--- src/rtl/mem_ctrl_pkg.sv ---
// Shared defines for the byte-serial memory controller: bus widths,
// FSM state encoding, transaction owner and the UART/IO address tag.
package mem_ctrl_pkg;

    localparam int InstAddrBus = 32;
    localparam int RegBus      = 32;

    // Address bits [17:16] equal to this tag select the IO (UART) region.
    localparam logic [1:0] IO_ADDR_TAG = 2'b11;

    typedef enum logic [1:0] {
        ST_IDLE = 2'd0,
        ST_RD   = 2'd1,
        ST_WR   = 2'd2,
        ST_DONE = 2'd3
    } state_t;

    typedef enum logic {
        OWN_IF = 1'b0,
        OWN_MM = 1'b1
    } owner_t;

endpackage

--- src/rtl/mem_ctrl.sv ---
// Byte-serial memory controller. Arbitrates instruction-fetch (IF) and
// load/store (MM) requests onto an 8-bit synchronous RAM/IO port, one
// byte per cycle, assembling little-endian words for reads.
module mem_ctrl
    import mem_ctrl_pkg::*;
(
    input  logic                   clk_in,
    input  logic                   rst_in,
    input  logic                   rdy_in,
    input  logic                   io_buffer_full,
    input  logic                   if_req_i,
    input  logic [InstAddrBus-1:0] if_addr_i,
    input  logic                   if_flush_i,
    output logic                   if_done_o,
    output logic [RegBus-1:0]      if_inst_o,
    input  logic                   mm_req_i,
    input  logic                   mm_we_i,
    input  logic [31:0]            mm_addr_i,
    input  logic [1:0]             mm_len_i,
    input  logic [RegBus-1:0]      mm_wdata_i,
    output logic                   mm_done_o,
    output logic [RegBus-1:0]      mm_rdata_o,
    input  logic [7:0]             mem_din,
    output logic [7:0]             mem_dout,
    output logic [31:0]            mem_a,
    output logic                   mem_wr
);

    state_t      state_r, state_s;
    owner_t      owner_r, owner_s;
    logic [2:0]  cnt_r, cnt_s;
    logic [31:0] base_r, base_s;
    logic [1:0]  len_r, len_s;
    logic [31:0] wdata_r, wdata_s;
    logic [31:0] buf_r, buf_s;
    logic [1:0]  lane_s;
    logic        finish_s;
    logic        io_stall_s;
    logic        flush_s;

    // The RAM returns data one cycle after the address, so the byte seen at
    // cnt belongs to lane cnt-1 (cnt=4 wraps to lane 3).
    assign lane_s     = cnt_r[1:0] - 2'd1;
    assign io_stall_s = (base_r[17:16] == IO_ADDR_TAG) && io_buffer_full;
    assign flush_s    = (state_r == ST_RD) && (owner_r == OWN_IF) && if_flush_i;

    // Next-state, counter and read-assembly logic.
    always_comb begin
        state_s  = state_r;
        owner_s  = owner_r;
        cnt_s    = cnt_r;
        base_s   = base_r;
        len_s    = len_r;
        wdata_s  = wdata_r;
        buf_s    = buf_r;
        finish_s = 1'b0;
        if (flush_s) begin
            // A flushed fetch is abandoned even while the core is frozen.
            state_s = ST_IDLE;
            cnt_s   = 3'd0;
        end else if (!rdy_in) begin
            state_s = state_r;
        end else begin
            case (state_r)
                ST_IDLE: begin
                    cnt_s = 3'd0;
                    if (mm_req_i) begin
                        base_s  = mm_addr_i;
                        len_s   = mm_len_i;
                        wdata_s = mm_wdata_i;
                        owner_s = OWN_MM;
                        buf_s   = 32'd0;
                        state_s = mm_we_i ? ST_WR : ST_RD;
                    end else if (if_req_i && !if_flush_i) begin
                        base_s  = if_addr_i;
                        len_s   = 2'd3;
                        owner_s = OWN_IF;
                        buf_s   = 32'd0;
                        state_s = ST_RD;
                    end else begin
                        state_s = ST_IDLE;
                    end
                end
                ST_RD: begin
                    if (cnt_r != 3'd0) begin
                        buf_s[{lane_s, 3'b000} +: 8] = mem_din;
                    end else begin
                        buf_s = buf_r;
                    end
                    if (cnt_r == ({1'b0, len_r} + 3'd1)) begin
                        state_s  = ST_DONE;
                        finish_s = 1'b1;
                    end else begin
                        cnt_s = cnt_r + 3'd1;
                    end
                end
                ST_WR: begin
                    if (io_stall_s) begin
                        cnt_s = cnt_r;
                    end else if (cnt_r == {1'b0, len_r}) begin
                        state_s = ST_DONE;
                    end else begin
                        cnt_s = cnt_r + 3'd1;
                    end
                end
                ST_DONE: begin
                    state_s = ST_IDLE;
                    cnt_s   = 3'd0;
                end
                default: begin
                    state_s = ST_IDLE;
                    cnt_s   = 3'd0;
                end
            endcase
        end
    end

    // Control and assembly registers.
    always_ff @(posedge clk_in) begin
        if (!rst_in) begin
            state_r <= ST_IDLE;
            owner_r <= OWN_IF;
            cnt_r   <= 3'd0;
            base_r  <= 32'd0;
            len_r   <= 2'd0;
            wdata_r <= 32'd0;
            buf_r   <= 32'd0;
        end else begin
            state_r <= state_s;
            owner_r <= owner_s;
            cnt_r   <= cnt_s;
            base_r  <= base_s;
            len_r   <= len_s;
            wdata_r <= wdata_s;
            buf_r   <= buf_s;
        end
    end

    // Result registers: updated only when a read completes, held otherwise.
    always_ff @(posedge clk_in) begin
        if (!rst_in) begin
            if_inst_o  <= 32'd0;
            mm_rdata_o <= 32'd0;
        end else if (finish_s && (owner_r == OWN_MM)) begin
            mm_rdata_o <= buf_s;
        end else if (finish_s) begin
            if_inst_o <= buf_s;
        end else begin
            if_inst_o  <= if_inst_o;
            mm_rdata_o <= mm_rdata_o;
        end
    end

    // Memory port and done pulses decoded from the registered state.
    always_comb begin
        mem_a     = 32'd0;
        mem_dout  = 8'd0;
        mem_wr    = 1'b0;
        if_done_o = (state_r == ST_DONE) && (owner_r == OWN_IF);
        mm_done_o = (state_r == ST_DONE) && (owner_r == OWN_MM);
        case (state_r)
            ST_RD: begin
                // While frozen, re-present the previous address so mem_din
                // holds the byte still owed on the first ready cycle.
                if (!rdy_in && (cnt_r != 3'd0)) begin
                    mem_a = base_r + {29'd0, cnt_r} - 32'd1;
                end else if (cnt_r <= {1'b0, len_r}) begin
                    mem_a = base_r + {29'd0, cnt_r};
                end else begin
                    mem_a = 32'd0;
                end
            end
            ST_WR: begin
                if (cnt_r <= {1'b0, len_r}) begin
                    mem_a    = base_r + {29'd0, cnt_r};
                    mem_dout = wdata_r[{cnt_r[1:0], 3'b000} +: 8];
                    mem_wr   = rdy_in && !io_stall_s;
                end else begin
                    mem_a = 32'd0;
                end
            end
            default: begin
                mem_a = 32'd0;
            end
        endcase
    end

endmodule

--- config.mk ---
export PLATFORM = sky130hd
export DESIGN_NAME = mem_ctrl
export DESIGN_NICKNAME = d
export VERILOG_FILES = /design/src/rtl/mem_ctrl_pkg.sv /design/src/rtl/mem_ctrl.sv
export SDC_FILE = /design/constraint.sdc
export NUM_CORES = 1
export LEC_CHECK = 0
export ABC_AREA = 1
export ABC_CLOCK_PERIOD_IN_PS = 3350
export BUFFER_PORTS_ARGS = -buffer_cell sky130_fd_sc_hd__buf_2
export CAP_MARGIN = 5
export CORE_MARGIN = 5
export CORE_UTILIZATION = 40
export CTS_BUF_LIST = sky130_fd_sc_hd__clkbuf_8
export DETAILED_ROUTE_END_ITERATION = 8
export PLACE_DENSITY = 0.62
export SYNTH_ARGS = -nofsm -noshare
export SYNTH_HDL_FRONTEND = slang
export SYNTH_SLANG_ARGS = --single-unit
export TNS_END_PERCENT = 20
--- constraint.sdc ---
create_clock -name clk_in -period 3.35 [get_ports clk_in]
set_input_delay 0.1675 -clock clk_in [delete_from_list [all_inputs] [get_ports clk_in]]
set_output_delay 0.1675 -clock clk_in [all_outputs]
set_load 0.005 [all_outputs]
==> results.toml <==
[status]
status = "finished, final reports clean"

[synth]
ys.flop_type = "dfxtp_1"
synth-seq-area-share_pct = 35.7
synth_area_per_cell_um2 = 6.56
ys_warn_count = 0
synthesis.area_um2 = 9410
ys_ff_latch = 168
netlist_instances = 1434
synth_nets = 1567
ys_types = 47
ys_async_sr_fraction_pct = 0
synth_edf_count = 0

[placed_design]
dp_cells = 1923
place_congestion = 0.896
io_buffers = 220
hpwl_um = 22600
place_area_um2 = 10800

[floorplan]
row_count = 56
chipWidth_um = 163
io_pins = 221
die_area_um2 = 26700
core_area_um2 = 23300
dieHeight_um = 163
initial_utilization_pct = 40.3

[worst_setup_path]
critPathMaxStageDelay_ns = 0.45
cp-start-kind = "register"
critPathMaxFanout = 7
crit_top_cell = "nand3_1"
cp_slowest_cell = "fa_2"
worstPathArrival_ns = 3.08
path_buf_inv = 1
setup.worst_path.class = "register to output port"
cp_data_required_time_ns = 3.18
end_kind = "output port"
crit_family = "simple AND/OR/NAND/NOR gates"
path_cells = "ha_2 -> fa_2 -> nand3_2 -> nand2_4 -> nand3_1 -> xor2_1 -> nand2_1 -> nor2_1 -> nand2_2 -> nor2_4 -> nand3_1 -> nand2_1 -> nand3_1 -> a21oi_2 -> buf_2"

[cts]
cts.clk_slew.worst_paths_ns = 0.09
cts_root_buffer = "clkbuf_8"
clock-sinks = 168
cts_buffers = 17
clkLatencyLatePin_ns = 0.45
cts_buffer_depth = 2
h-tree-depth = 4
cts_tree = "done"

[route]
wl_met1_um = 13700
wl_per_cell_um = 15.2
viasPerCell = 5.06
vias = 10400
drc = 0
drtAntennaViolNets = 0
top_layer = "met5"
wl_met3_um = 1820
wl_um = 31200
dr_wl_met2_um = 14900
first_pass_iters = 5
drt-initial-drc-count = 836

[sta]
max_slew_margin_pct = 37.0
max_clock_freq_ghz = 0.308
period_needed_ns = 3.25
setup_tns_ns = 0
finalMaxSlewViolations = 0
finalSetupViolations = 0
rsz0062_at_grt = "true"
clock_skew_ns = 0.0132
period_share_pct = 97.1
fin_hold_ws_ns = 0.0275
tightestPinTransition_ns = 0.944
final_hold_viol_count = 0

[grt]
grt.total_usage_pct = 22.7
grt_max_degree = 79
grt_overflow_total = 0
grt_pass1_vias = 9901
grt_first_pass_wirelength_um = 49300
antenna_found_initial = 7

[pwr]
power_uw = 6820
p_leak_uw = 0.00564
peakVddDrop_mv = 0.277
powerDensity_nw_per_um2 = 552

[finish]
fin_area_um2 = 12300
nNetsFinal = 1855
fin_cells = 2058
drive_above_1_share_pct = 22.5
synthToLayoutAreaGrowth_pct = 31.1

[min_path]
hold_class = "input pin to register"

[run]
max_cap_viol_count = 0
[cell families after synthesis]
logic type / Yosys count / synth area share [%]
AO/OA/AOI/OAI: 377 / 22.2
XOR/XNOR: 7 / 0.651
adder cells (fa/ha/maj): 19 / 2.61
buffers and inverters: 237 / 9.77
flip-flops: 168 / 35.7
AND/OR/NAND/NOR: 626 / 29.0
[power by group]
part	switching [µW]	leakage (µW)	internal [µW]	total [µW]
Clock	857	0.000207	632	1490
Combinational	1870	0.00407	1000	2880
Sequential	229	0.00136	2220	2450
[area by class of cell]
type / instances / area, µm²
diodes: 4 / 10.0
clock buffers: 17 / 234
clock inverters: 15 / 175
fillers: 2354 / 11000
inverters: 167 / 631
multi-input cells: 1031 / 5300
flip-flops and latches: 168 / 3370
well taps: 319 / 399
repair buffers: 337 / 2230
[cells in the mapped netlist, types with 3 or more instances]
cell        n  area, µm²
nand2_1   311       1170
dfxtp_1   168       3360
nor2_1    161        604
o21ai_0   157        786
inv_1     145        544
a21oi_1   125        626
nand3_1    67        335
clkbuf_1   55        206
a31oi_1    37        231
a22oi_1    20        150
nand2_2    20        125
ha_1       18        225
inv_2      18       67.6
o211ai_1   18        135
nand4_1    16        100
nor2_2     15       93.8
buf_2      10       50.1
nor3_1      9       45.0
nand3_2     8       80.1
nor2_4      8       90.1
xor2_1      6       52.6
a32oi_1     4       35.0
clkinv_1    4       15.0
a211oi_1    3       22.5
nor4_1      3       18.8
o21ai_1     3       15.0
[tightest hold or removal path, stage by stage]
cell and delay [ns]:
buf_2 0.09, o21ai_0 0.08, a21oi_1 0.11
[sequential cells by signal, summed over array words and instances (netlist names)]
| signal | cells |
|---|---|
| owner_r | 1 |
| cnt_r | 3 |
| wdata_r | 32 |
| if_inst_o | 32 |
| buf_r | 32 |
| state_r | 2 |
| mm_rdata_o | 32 |
| base_r | 32 |
| len_r | 2 |
[placed cells by master (no fill, tap or decap), types with 3 or more instances in the layout]
cell type      count
nor4_1             3
a21oi_1          122
clkinv_4           4
clkinv_1           3
a32oi_1            4
a21oi_2            3
nand3_1           64
ha_1              15
nor2_1           152
diode_2            4
inv_2             19
nand3_2           10
dlygate4sd3_1     91
nor3_1             9
dfxtp_2            3
buf_4             25
nand2_2           22
nor2_4            13
inv_8              3
nor2_2            21
nand2_1          306
o21ai_1            3
buf_2            219
a211oi_1           3
clkbuf_8          17
a31oi_1           37
inv_1            143
o21ai_0          156
o211ai_1          18
inv_6              5
xor2_1             4
dfxtp_1          165
nand4_1           16
a22oi_1           20
nand2_4            4
[worst paths after layout]
kind,startpoint,to,slack (ns),depth (start not counted)
max,cnt_r[0],mem_a[26],0.1,15
min,mm_wdata_i[16],wdata_r[16],0.03,3
max reg2reg,state_r[1],base_r[11],0.27,12
min reg2reg,wdata_r[22],wdata_r[22],0.46,2
[per-stage QoR]
| step | utilization, % | worst slack [ns] |
|---|---|---|
| final | 52.9 | 0.0983 |
| after global routing | 52.9 | -0.134 |
| after floorplan | - | 0.688 |
| after global placement | 46.2 | 0.438 |
| after detailed placement | 46.2 | 0.386 |
| after CTS | 52.0 | -0.00802 |
[per-layer routing]
metal  up-vias  GRT usage, %
li1       5314             -
met1      4740          28.7
met2       280          38.6
met3        63          4.90
met4        10          7.21
met5         -             0
[repair_timing]
| action | 4_1_cts | 5_1_grt |
|---|---|---|
| resized for setup | 5 | 43 |
| endpoints found under the setup margin | 12 | 55 |
| gates cloned | 1 | 1 |
| hold buffers | 91 | 0 |
| pin swaps | 1 | 12 |
| hold endpoints to repair | 61 | 0 |
| buffers inserted | 0 | 6 |
Note: power is estimated with default switching activity, not from simulation.
